**src/rtl/noc_pkg.sv**
```systemverilog
// rtl/noc_pkg.sv - shared NoC router types, defaults and one-hot pointer helper
package noc_pkg;

    localparam int FLIT_WIDTH = 32;
    localparam int FIFO_DEPTH = 4;
    localparam int MAX_DEPTH  = 8;

    typedef enum logic [2:0] {
        PORT_N,
        PORT_E,
        PORT_W,
        PORT_S,
        PORT_L
    } port_e;

    // Crossbar select encodings, one bit per input port, shared with the arbiter
    localparam logic [4:0] XBAR_SEL_N = 5'b00001;
    localparam logic [4:0] XBAR_SEL_E = 5'b00010;
    localparam logic [4:0] XBAR_SEL_W = 5'b00100;
    localparam logic [4:0] XBAR_SEL_S = 5'b01000;
    localparam logic [4:0] XBAR_SEL_L = 5'b10000;

    // Rotate a one-hot pointer left within its low 'depth' bits
    function automatic logic [MAX_DEPTH-1:0] rotl_onehot(input logic [MAX_DEPTH-1:0] ptr,
                                                          input int depth);
        logic [MAX_DEPTH-1:0] r;
        int j;
        r = '0;
        for (int i = 0; i < MAX_DEPTH; i++) begin
            if (i < depth) begin
                j = (i + 1) % depth;
                r[j[2:0]] = ptr[i];
            end
        end
        return r;
    endfunction

endpackage

```
**src/rtl/cts_handshake.sv**
```systemverilog
// rtl/cts_handshake.sv - RTS/CTS receiver: CTS register and write enable generation
module cts_handshake (
    input  logic clk,
    input  logic rst,
    input  logic drts,
    input  logic full,
    output logic cts,
    output logic write_en
);

    logic cts_ff;

    // cts_ff blocks a second write while upstream is still dropping RTS
    always_comb begin
        write_en = drts & ~cts_ff & ~full;
    end

    always_ff @(posedge clk) begin
        if (rst) begin
            cts_ff <= 1'b0;
        end else begin
            cts_ff <= write_en;
        end
    end

    assign cts = cts_ff;

endmodule

```
**src/rtl/router_input_fifo.sv**
```systemverilog
// rtl/router_input_fifo.sv - NoC router input buffer; ROUTER_FIFO_OCCUPANCY_EN adds occupancy/underflow_err
module router_input_fifo
    import noc_pkg::*;
#(
    parameter int DATA_WIDTH = FLIT_WIDTH,
    parameter int DEPTH      = FIFO_DEPTH
) (
    input  logic                          clk,
    input  logic                          rst,
    input  logic [DATA_WIDTH-1:0]         RX,
    input  logic                          DRTS,
    output logic                          CTS,
    input  logic                          read_en_N,
    input  logic                          read_en_E,
    input  logic                          read_en_W,
    input  logic                          read_en_S,
    input  logic                          read_en_L,
    output logic [DATA_WIDTH-1:0]         Data_out,
    output logic                          empty,
`ifdef ROUTER_FIFO_OCCUPANCY_EN
    output logic [$clog2(DEPTH+1)-1:0]    occupancy,
    output logic                          underflow_err,
`endif
    output logic                          full
);

    localparam int CW = $clog2(DEPTH + 1);

    logic [DATA_WIDTH-1:0] mem [DEPTH];
    logic [DEPTH-1:0]      read_ptr;
    logic [DEPTH-1:0]      write_ptr;
    logic [CW-1:0]         count;
    logic [4:0]            read_vec;
    logic                  write_en;
    logic                  pop;

    cts_handshake u_cts (
        .clk      (clk),
        .rst      (rst),
        .drts     (DRTS),
        .full     (full),
        .cts      (CTS),
        .write_en (write_en)
    );

    always_comb begin
        read_vec         = '0;
        read_vec[PORT_N] = read_en_N;
        read_vec[PORT_E] = read_en_E;
        read_vec[PORT_W] = read_en_W;
        read_vec[PORT_S] = read_en_S;
        read_vec[PORT_L] = read_en_L;
    end

    // Several grants at once collapse into a single pop
    assign pop   = (|read_vec) & ~empty;
    assign empty = (count == '0);
    assign full  = (count == CW'(DEPTH));

    always_comb begin
        Data_out = '0;
        for (int i = 0; i < DEPTH; i++) begin
            if (read_ptr[i]) begin
                Data_out = Data_out | mem[i];
            end
        end
    end

    always_ff @(posedge clk) begin
        for (int i = 0; i < DEPTH; i++) begin
            if (write_en && write_ptr[i]) begin
                mem[i] <= RX;
            end
        end
    end

    always_ff @(posedge clk) begin
        if (rst) begin
            read_ptr  <= DEPTH'(1);
            write_ptr <= DEPTH'(1);
            count     <= '0;
        end else begin
            if (write_en) begin
                write_ptr <= DEPTH'(rotl_onehot(MAX_DEPTH'(write_ptr), DEPTH));
            end
            if (pop) begin
                read_ptr <= DEPTH'(rotl_onehot(MAX_DEPTH'(read_ptr), DEPTH));
            end
            if (write_en && !pop) begin
                count <= count + 1'b1;
            end else if (pop && !write_en) begin
                count <= count - 1'b1;
            end
        end
    end

`ifdef ROUTER_FIFO_OCCUPANCY_EN
    assign occupancy = count;

    always_ff @(posedge clk) begin
        if (rst) begin
            underflow_err <= 1'b0;
        end else if (((|read_vec) && empty) || ($countones(read_vec) > 1)) begin
            underflow_err <= 1'b1;
        end
    end
`endif

endmodule

```
**config.mk**
```make
export PLATFORM = sky130hd
export DESIGN_NAME = router_input_fifo
export DESIGN_NICKNAME = d
export VERILOG_FILES = /design/src/rtl/noc_pkg.sv /design/src/rtl/cts_handshake.sv /design/src/rtl/router_input_fifo.sv
export SDC_FILE = /design/constraint.sdc
export NUM_CORES = 1
export LEC_CHECK = 0
export BUFFER_PORTS_ARGS = -buffer_cell sky130_fd_sc_hd__buf_2
export CAP_MARGIN = 20
export CORE_AREA = 10 10 123 114
export CTS_CLUSTER_DIAMETER = 120
export DETAILED_ROUTE_END_ITERATION = 8
export DIE_AREA = 0 0 133 124
export GPL_TIMING_DRIVEN = 0
export PLACE_DENSITY_LB_ADDON = 0.3
export SYNTH_ARGS = -nofsm -noshare
export SYNTH_HDL_FRONTEND = slang
export SYNTH_SLANG_ARGS = --single-unit
```
**constraint.sdc**
```tcl
create_clock -name clk -period 5.4 [get_ports clk]
set_clock_uncertainty 0.2 [all_clocks]
set_input_delay 1.08 -clock clk [delete_from_list [all_inputs] [get_ports clk]]
set_output_delay 1.08 -clock clk [all_outputs]
set_load 0.005 [all_outputs]
```
Word level (Yosys, flattened, before mapping) --
Memory sizes are Yosys's and may differ from the RTL's. Index checks and enable logic that the tools add are counted.
Storage, ports and cells: register bits 12, bits in latches 0, bits in writable memories 128, memory bits (read-only) 0, input port bits 40, word-level logic and storage cells 42, memories kept 1
Memory list:
- mem | words 4, width 32, rd ports 4, clocked after Yosys merged registers in 0, wr ports 4, line router_input_fifo.sv:29 | logic [DATA_WIDTH-1:0] mem [DEPTH];
Operators by class: $add $sub $neg 2, multiply operators 0, divide/modulo/power cells 0, $lt $le $gt $ge 0, equality and inequality tests 1, shift operators 0, mux-type cells 14, bitwise operators 9, reduce and logical (&&, ||, !) cells 11
Operator list (number):
- 32-bit two-way mux | 4
- 32-bit OR | 3
- 1-bit two-way mux | 8
- 1-bit logical AND | 6
- 3-bit two-way mux | 2
- 5-bit OR reduction | 1
- 3-bit by 1-bit adder with 3-bit output (second input constant) | 1
- 1-bit bitwise AND | 3
- 3-bit equality test (second input constant) | 1
- 3-bit zero test | 1
- 1-bit NOT | 3
- 3-bit by 1-bit subtractor with 3-bit output (second input constant) | 1
- 1-bit zero test | 2
- 2-bit nonzero test | 1

Depth between registers and ports, before layout --
Gate-level depths: netlist of run 1.
depth after elaboration 7, depth in mapped cells 10

Hierarchy --
A second synthesis of run 1 with hierarchy kept.
Unflattened totals: cell total of the unflattened synthesis 293, area, all modules 5038.6 um^2
Modules (own cells, without submodules):
- router_input_fifo | times used 1, cells each 290, area an instance 4996.0 um^2
- cts_handshake | times used 1, cells each 3, area an instance 42.5 um^2

Worst setup path before layout of run 1 --
No wires, ideal clock.
path kind input port to flip-flop, start in read_en_N, end reg count[2], data arrival time 3.149 ns, setup slack 1.980 ns, cell stages on the path 9, cells stage by stage or4_1 > o21ba_2 > inv_2 > ha_1 > inv_1 > fa_1 > xor2_1 > or3_2 > a21oi_1
On the way: longest elaborated chain between the ends 5
Ends and longest elaborated chain:
- start: declaration | line router_input_fifo.sv:13 | input logic read_en_N,
- 5-bit OR reduction * | line router_input_fifo.sv:56 | assign pop = (|read_vec) & ~empty;
- 1-bit bitwise AND * | line router_input_fifo.sv:56
- 1-bit zero test | line router_input_fifo.sv:89 | if (write_en && !pop) begin
- 1-bit logical AND | line router_input_fifo.sv:89
- 3-bit two-way mux or 2-bit nonzero test (tied branches)
- end signal: assignment | line router_input_fifo.sv:90 | count <= count + 1'b1;
- end signal: assignment | line router_input_fifo.sv:92 | count <= count - 1'b1;
- end: declaration | line router_input_fifo.sv:32 | logic [CW-1:0] count;
Every way passes the cells marked *; elsewhere a longest branch is shown, timed or not. A chain may end at the register's enable or synchronous reset.

Final worst setup path of run 1 --
Ends and elaborated chain as after synthesis.

==> results of run 1 <==
## layout make-up
| cell class | instances | area, sq um |
|---|---|---|
| inverter | 7 | 26.3 |
| timing repair buffer | 74 | 370 |
| clock inverter | 14 | 145 |
| fill | 949 | 5140 |
| multi-input combinational | 135 | 877 |
| buffer | 18 | 68.8 |
| antenna | 1 | 2.50 |
| tap | 156 | 195 |
| sequential | 140 | 4080 |
| clock buffer | 18 | 429 |
## where the power goes
| group | internal (mW) | switching (mW) | total (mW) |
|---|---|---|---|
| Combinational | 0.270 | 0.415 | 0.685 |
| Clock | 0.679 | 0.436 | 1.12 |
| Sequential | 1.27 | 0.0269 | 1.30 |
## worst reg2reg max path, stage by stage, from the launching register on
cell and delay [ps]:
dfxtp_1 360, nor3_1 230, o21ba_2 250, inv_2 80, ha_1 170, inv_1 60, fa_1 370, xor2_1 160
or3_2 410, a21oi_1 140
## stage by stage
step	setup WS, ps	hold WS, ps	util
after floorplan	1980	236	-
after global placement	1820	245	0.496
after detailed placement	1760	250	0.496
after CTS	2120	266	0.546
after global routing	1970	281	0.546
final	2180	269	0.546
## synth_stat cells, types with 2 or more instances
| cell type | instances | share of area |
|---|---|---|
| nand2_1 | 33 | 0.024 |
| mux2i_1 | 5 | 0.0099 |
| o21ai_0 | 4 | 0.0040 |
| dfxtp_1 | 12 | 0.048 |
| a21oi_1 | 4 | 0.0040 |
| nor2_1 | 5 | 0.0037 |
| edfxtp_1 | 128 | 0.76 |
| nand2b_1 | 5 | 0.0062 |
| a22oi_1 | 64 | 0.095 |
| clkbuf_1 | 17 | 0.013 |
| inv_1 | 6 | 0.0045 |
| xor2_1 | 2 | 0.0035 |
| nand3_1 | 3 | 0.0030 |
## cells in the final DEF (no fill, tap or decap)
cell type,count
o21ba_2,1
and2b_2,1
nor3_1,1
inv_2,4
or4_1,1
a211o_1,1
clkbuf_1,18
fa_1,1
clkinv_2,4
and3_4,1
diode_2,1
edfxtp_1,128
clkinvlp_4,4
nand2_1,33
clkbuf_16,17
nand3_1,3
xor2_1,2
dfxtp_1,12
inv_6,2
clkinv_4,2
mux2i_1,5
a21oi_1,4
nor2_1,5
or3_2,1
or3b_1,1
buf_2,75
ha_1,1
o21ai_0,4
bufinv_16,2
inv_1,3
nand2b_1,5
a22oi_1,64
## cells by family (layout without fill, tap and decap cells)
kind of cell	after synthesis	after routing
DFF	140	140
AOI/OAI and AO/OA	74	74
and+or+nand+nor	52	52
buffers and inverters	25	131
muxes	5	5
adders and majority gates	2	2
xor gates and xnor gates	2	2
other	0	1
## flip-flops by register name, indices dropped and copies added (netlist names)
| signal | cells |
|---|---|
| read_ptr | 4 |
| count | 3 |
| write_ptr | 4 |
| u_cts.cts | 1 |
| mem | 128 |
## worst max-delay path by stage
| stage | from | depth (start not counted) | endpoint |
|---|---|---|---|
| floorplan | read_en_N | 9 | count[2]$_SDFFE_PP0P_ |
| global placement | read_en_N | 10 | count[2]$_SDFFE_PP0P_ |
| detailed placement | read_en_N | 10 | count[2]$_SDFFE_PP0P_ |
| CTS | read_ptr[3]$_SDFFE_PP0P_ | 5 | Data_out[23] |
| global route | read_ptr[3]$_SDFFE_PP0P_ | 5 | Data_out[23] |
| finish | read_en_N | 10 | count[2]$_SDFFE_PP0P_ |
## per-layer routing
layer  GRT usage  up-vias  part of all wire
met2       0.226       77              0.49
li1            -     1362                 -
met3      0.0572        6             0.064
met1       0.158     1444              0.44
met5           0        -                 0
met4      0.0419        0            0.0036
==> results by group, run 1 <==
Outcome
  – Status: finished clean

Placed design
  – Post-placement cell count: 530
  – Port Buffers: 74
  – Final HPWL DP: 6.31 mm
  – Cell Area, Placed: 5620 sq um
  – Final GP Congestion: 0.665

Clocking
  – CTS sink cnt: 140
  – Clock Root Buffer: clkbuf_16
  – Clk_lat worst skew: 410 ps
  – Clock buffer depth: 2
  – CTS Hold Bufs: 0
  – Postcts setup bufs: 0
  – TritonCTS Buffers: 17
  – TritonCTS clock tree: built
  – Clock transition at path regs: 60 ps
  – CTS resizes: 0
  – Htree depth: 4

Worst setup path
  – Reg2reg end: count[2]$_SDFFE_PP0P_
  – Kind of start point of the critical path: primary input
  – Crit Path Max Fanout: 4
  – R2r worst-path depth: 9
  – CP delay by family, top: simple AND/OR/NAND/NOR gates
  – WS Path Type: primary input to flip-flop
  – CP max-delay cell: or4_1
  – Crit end category: flip-flop
  – Crit path required time: 5540 ps
  – Largest stage delay, worst path: 510 ps
  – Crit path buf inv count: 3
  – R2R Setup Slk: 2900 ps
  – Data arrival, critical path: 3350 ps
  – FF-to-FF Start: count[0]$_SDFFE_PP0P_
  – CP cell instances: buf_2, or4_1, o21ba_2, inv_2, ha_1, inv_1, fa_1, xor2_1, or3_2, a21oi_1

Hold path
  – WHS Endpoint: write_ptr[0]$_SDFFE_PP1N_
  – Min-delay worst type: flip-flop to flip-flop
  – WHS Path Cells: 1
  – Hold Crit Start: write_ptr[0]$_SDFFE_PP1N_

STA
  – Sum Neg Setup Slack: 0 ps
  – Fin crit share: 0.596
  – RSZ-0062 raised after global routing: false
  – Count of final hold-check violations: 0
  – Final setup viols: 0
  – Slew margin rel.: 0.454
  – Fin crit period: 3220 ps
  – Slew Limit Fails: 0
  – Max Fclk: 0.311 GHz
  – Worst slew pin tran: 818 ps

Logic synthesis
  – Avg Cell Area, Syn: 16.9 sq um
  – Seq cells post-synth: 140
  – Synth warn: 0
  – Synth unique cells: 25
  – Net count after synthesis: 342
  – Post-synthesis adder-cell area fraction: 0.00643
  – Synth Area in Compound Gates: 0.107
  – Mux cell area share after synthesis: 0.00990
  – Syn Inst Count: 300
  – Register area share after synthesis: 0.808
  – Synth Area in XOR/XNOR: 0.00346
  – Ys async rst share: 0
  – Mapped Area: 5060 sq um
  – Ys flop type: edfxtp_1
  – Synth Area in Simple Gates: 0.0470
  – Largest family of logic cells by synthesized area: compound AO/OA/AOI/OAI gates
  – EDFF count, synth: 128

Global route
  – Initial antenna violation count: 1
  – Grt total ovfl: 0
  – Largest net degree at the start of global routing: 34
  – Vias in the first global route: 3225
  – First-pass GRT wire length: 17.0 mm
  – Global-route usage over all layers: 0.136

Power
  – P per Cell Area: 500 nW/um^2
  – Tot Pwr: 3.10 mW
  – Static leakage: 2.25 nW
  – Peak VDD IR: 0.379 mV

Routing
  – Post-route ant nets: 0
  – Routed via count: 2889
  – DRC: 0
  – Initial drt markers: 159
  – First-pass detailed-route iteration total: 4
  – Routed length per instance: 19.1 microns
  – Via density: 5.13
  – Final wirelength: 10.8 mm

Cells and area
  – Layout net count: 435
  – Area delta synth->final: 22.6%
  – Share of cells above drive strength 1: 0.281
  – Post-route cell area: 6200 sq um
  – Finished Layout Cells: 563

Floorplanning
  – Chip Width: 133 microns
  – I/O pin count: 75
  – Initial core utilization: 0.446
  – Rows: 37
  – Die Footprint: 16500 sq um
  – Core Region: 11300 sq um
  – Die height: 124 microns

Run
  – Total of max-cap violations: 0
Note: power is estimated with default switching activity, not from simulation.
==> run 2, diff against run 1 <==
Clock period 5.4 ns to 2.9 ns, I/O delays scaled along.
==> results by group, run 2 (same netlist as run 1, synthesis figures left out) <==
Routing
  – Routed length per instance: 18.9 microns
  – Post-route ant nets: 0
  – Via density: 5.08
  – Final wirelength: 10.6 mm
  – Initial drt markers: 183
  – First-pass detailed-route iteration total: 4
  – Routed via count: 2857
  – DRC: 0

Power
  – P per Cell Area: 915 nW/um^2
  – Static leakage: 2.24 nW
  – Tot Pwr: 5.65 mW
  – Peak VDD IR: 0.580 mV

Cells and area
  – Max FFs per register: 128
  – Largest Register: mem
  – Area delta synth->final: 22.1%
  – Leading cell types in the layout, fill and taps excluded: edfxtp_1 (128), buf_2 (75), a22oi_1 (64)
  – Most common cell after layout, fill and taps aside: edfxtp_1
  – Top Registers: mem x128, read_ptr x4, write_ptr x4
  – Layout net count: 435
  – Ant. Diodes: 0
  – Share of cells above drive strength 1: 0.278

STA
  – Slew margin rel.: 0.431
  – Fin crit period: 2660 ps
  – Max Fclk: 0.376 GHz
  – Count of final hold-check violations: 0
  – Final setup viols: 0
  – Slew Limit Fails: 0
  – RSZ-0062 raised after global routing: false
  – Sum Neg Setup Slack: 0 ps
  – Fin crit share: 0.917
  – Worst slew pin tran: 853 ps

Clocking
  – Clock transition at path regs: 60 ps
  – CTS sink cnt: 140
  – TritonCTS Buffers: 17
  – Clock buffer depth: 2
  – Clock Root Buffer: clkbuf_16
  – Clk_lat worst skew: 410 ps
  – TritonCTS clock tree: built
  – CTS resizes: 0
  – CTS Hold Bufs: 0
  – Htree depth: 4
  – Postcts setup bufs: 0

Floorplanning
  – Initial core utilization: 0.446
  – Chip Width: 133 microns
  – Rows: 37
  – Die height: 124 microns
  – Core Region: 11300 sq um
  – Die Footprint: 16500 sq um
  – I/O pin count: 75

Placed design
  – Final GP Congestion: 0.677
  – Final HPWL DP: 6.34 mm
  – Port Buffers: 74

Worst setup path
  – Crit end category: flip-flop
  – Crit Path Max Fanout: 4
  – Data arrival, critical path: 2800 ps
  – Kind of start point of the critical path: primary input
  – WS Path Type: primary input to flip-flop
  – Crit path required time: 3040 ps
  – R2r worst-path depth: 9

Global route
  – Vias in the first global route: 3164
  – Initial antenna violation count: 0
  – First-pass GRT wire length: 16.8 mm
  – Grt total ovfl: 0
  – Global-route usage over all layers: 0.135
  – Largest net degree at the start of global routing: 34

Run
  – Total of max-cap violations: 0

Hold path
  – Min-delay worst type: primary input to flip-flop
  – WHS Path Cells: 1

Outcome
  – Status: finished clean
[run 2: metal layers]
layer  global-route usage  routed length (microns)  vias up
met4               0.0495                       47        0
met5                    0                        0        -
met1                0.153                     4500     1408
li1                     -                        -     1368
met2                0.228                     5430       77
met3               0.0543                      669        4
[run 2: final cells by class]
class,instances,area (sq um)
clock inverters,11,95.1
flip-flops and latches,140,4080
fillers,953,5170
multi-input cells,135,892
plain buffers,18,68.8
repair buffers,74,370
inverters,7,26.3
clock buffers,21,440
well taps,156,195
[run 2: worst paths after layout]
path         slack (ps)                       from                   endpoint
min                 180                     RX[25]       mem[3][25]$_DFFE_PP_
max                 240                  read_en_N      count[2]$_SDFFE_PP0P_
min reg2reg         280  write_ptr[0]$_SDFFE_PP1N_  write_ptr[0]$_SDFFE_PP1N_
max reg2reg         450      count[0]$_SDFFE_PP0P_      count[2]$_SDFFE_PP0P_
[run 2: critical path, stage by stage]
cell and delay (ps):
buf_2 100, or4_4 520, o21ba_4 270, inv_2 70, ha_2 180, inv_1 60, fa_2 330, xor2_1 150
or3_2 410, a21oi_1 150
[run 2: stage by stage]
step	instances	instance area (sq um)	util	hold slack [ps]	worst slack [ps]
2_1_floorplan	300	5070	-	236	15.2
3_3_place_gp	530	5640	0.497	245	-128
3_5_place_dp	530	5640	0.497	273	-178
4_1_cts	562	6170	0.544	168	190
5_1_grt	562	6170	0.544	164	1.90
6_report	562	6170	0.544	179	241
[run 2: power by group]
group | internal (mW) | total, mW | switching (mW)
clock network | 1.17 | 1.94 | 0.772
logic | 0.517 | 1.28 | 0.765
registers | 2.37 | 2.42 | 0.0488
total | 4.06 | 5.65 | 1.59
==> run 3, diff against run 2 <==
Settings changed: CTS_BUF_LIST from default to sky130_fd_sc_hd__clkbuf_4.
==> results by group, run 3 (same netlist as run 1, synthesis figures left out) <==
Routing
  – Initial drt markers: 195
  – DRC: 0
  – Routed via count: 2861
  – Via density: 5.09
  – Routed length per instance: 18.7 microns
  – Final wirelength: 10.5 mm
  – Post-route ant nets: 0
  – First-pass detailed-route iteration total: 5

Global route
  – Global-route usage over all layers: 0.132
  – Largest net degree at the start of global routing: 34
  – Grt total ovfl: 0
  – Initial antenna violation count: 0
  – First-pass GRT wire length: 16.6 mm
  – Vias in the first global route: 3154

Worst setup path
  – Crit Path Max Fanout: 10
  – CP dominant cell by count: clkbuf_1
  – R2R Setup Slk: 440 ps
  – Crit path buf inv count: 3
  – CP delay by family, top: buffers and inverters
  – FF-to-FF Start: count[0]$_SDFFE_PP0P_
  – Crit end category: output pin
  – CP cell instances: clkbuf_1, clkbuf_1, a22oi_1, nand2_1, buf_2
  – Crit path required time: 2120 ps
  – Largest stage delay, worst path: 470 ps
  – R2r worst-path depth: 9
  – CP max-delay cell: clkbuf_1
  – Reg2reg end: count[2]$_SDFFE_PP0P_
  – Kind of start point of the critical path: flip-flop
  – Worst path depth: 5
  – WS Path Type: flip-flop to output pin
  – Data arrival, critical path: 1920 ps

STA
  – Worst slew pin tran: 844 ps
  – Slew margin rel.: 0.437
  – Count of final hold-check violations: 0
  – Fin crit share: 0.932
  – Max Fclk: 0.370 GHz
  – Final setup viols: 0
  – RSZ-0062 raised after global routing: false
  – Fin crit period: 2700 ps
  – Slew Limit Fails: 0
  – Post-route setup slack: 196 ps

Clocking
  – TritonCTS Buffers: 17
  – Postcts setup bufs: 0
  – Htree depth: 4
  – Clock transition at path regs: 120 ps
  – TritonCTS clock tree: built
  – Clock Root Buffer: clkbuf_4
  – Clock buffer depth: 2
  – Clk_lat worst skew: 490 ps
  – CTS sink cnt: 140

Power
  – Tot Pwr: 4.82 mW
  – Net Sw Frac: 0.304
  – P per Cell Area: 817 nW/um^2
  – Combinational power share: 0.267
  – Power Internal: 3.35 mW
  – Register share of total power: 0.501
  – Static leakage: 2.15 nW
  – Clock share of power: 0.232
  – Peak VDD IR: 0.522 mV
  – Net Switching: 1.47 mW

Floorplanning
  – I/O pin count: 75
  – Chip Width: 133 microns
  – Die Footprint: 16500 sq um
  – Initial core utilization: 0.446
  – Core Region: 11300 sq um
  – Rows: 37
  – Die height: 124 microns

Cells and area
  – Most common cell after layout, fill and taps aside: edfxtp_1
  – Ant. Diodes: 0
  – Largest Register: mem
  – Share of cells above drive strength 1: 0.310
  – Max FFs per register: 128
  – Top Registers: mem x128, read_ptr x4, write_ptr x4
  – Layout net count: 435
  – Post-route cell area: 5900 sq um
  – Leading cell types in the layout, fill and taps excluded: edfxtp_1 (128), buf_2 (75), a22oi_1 (64)
  – Fillers: 977
  – Area delta synth->final: 16.7%

Placed design
  – Final GP Congestion: 0.677
  – Cell Area, Placed: 5640 sq um
  – Port Buffers: 74
  – Pre-CTS setup slack: -178 ps
  – Final HPWL DP: 6.34 mm

Outcome
  – Status: finished clean

Hold path
  – WHS Endpoint: mem[1][31]$_DFFE_PP_
  – Min-delay worst type: primary input to flip-flop
  – WHS Path Cells: 1
  – Hold Crit Start: RX[31]

Run
  – Total of max-cap violations: 0
-- run 3: cell counts in the layout (fill, tap and decap cells not counted) --
No cell type changed its count.
-- run 3: layout make-up --
cell class / instances / area, sq um / share of cell area
Timing Repair Buffer: 74 / 370 / 0.0628
Inverter: 7 / 26.3 / 0.00445
Clock buffer: 21 / 158 / 0.0267
Clock inverter: 11 / 95.1 / 0.0161
Buffer: 18 / 80.1 / 0.0136
Sequential cell: 140 / 4080 / 0.692
Multi-Input combinational cell: 135 / 892 / 0.151
Tap cell: 156 / 195 / 0.0331
-- run 3: worst max-delay path by stage --
stage | from | slack, ps | endpoint
3_3_place_gp | read_en_N | -130 | count[2]$_SDFFE_PP0P_
5_1_grt | read_ptr[1]$_SDFFE_PP0P_ | 20 | Data_out[13]
6_report | read_ptr[3]$_SDFFE_PP0P_ | 200 | Data_out[0]
2_1_floorplan | read_en_N | 20 | count[2]$_SDFFE_PP0P_
4_1_cts | read_ptr[0]$_SDFFE_PP1P_ | 40 | Data_out[6]
3_5_place_dp | read_en_N | -180 | count[2]$_SDFFE_PP0P_
-- run 3: power groups by stage --
stage | combinational, mW | sequential (mW) | clock, mW
2_1_floorplan | 0.743 | 2.45 | 0
3_3_place_gp | 1.30 | 2.46 | 0
3_5_place_dp | 1.32 | 2.46 | 0
4_1_cts | 1.32 | 2.42 | 1.15
5_1_grt | 1.47 | 2.43 | 1.24
6_report | 1.29 | 2.42 | 1.12
-- run 3: repair_timing --
action | in CTS | in global routing
gates resized for setup | 0 | 18
endpoints found under the setup margin | 0 | 30
hold buffers | 0 | 0
-- run 3: through the flow --
stage               hold slack [ps]  setup TNS, ps  cells   util
finish                         80.4              0    562  0.520
global route                   14.2              0    562  0.520
floorplan                       236              0    300      -
detailed placement              273           -178    530  0.497
global placement                245           -128    530  0.497
CTS                            35.5              0    562  0.519
-- run 3: metal layers --
metal	vias up	wire (microns)	global-route usage
met3	8	716	0.0523
met5	-	0	0
li1	1367	-	-
met1	1401	4410	0.152
met4	0	92	0.0419
met2	85	5300	0.225
-- run 3: worst reg2reg max path, stage by stage (launching register included) --
cell and delay, ps:
dfxtp_1 370, nor3_1 260, o21ba_4 230, inv_2 70, ha_2 180, inv_1 60, fa_2 330, xor2_1 150
or3_2 400, a21oi_1 150
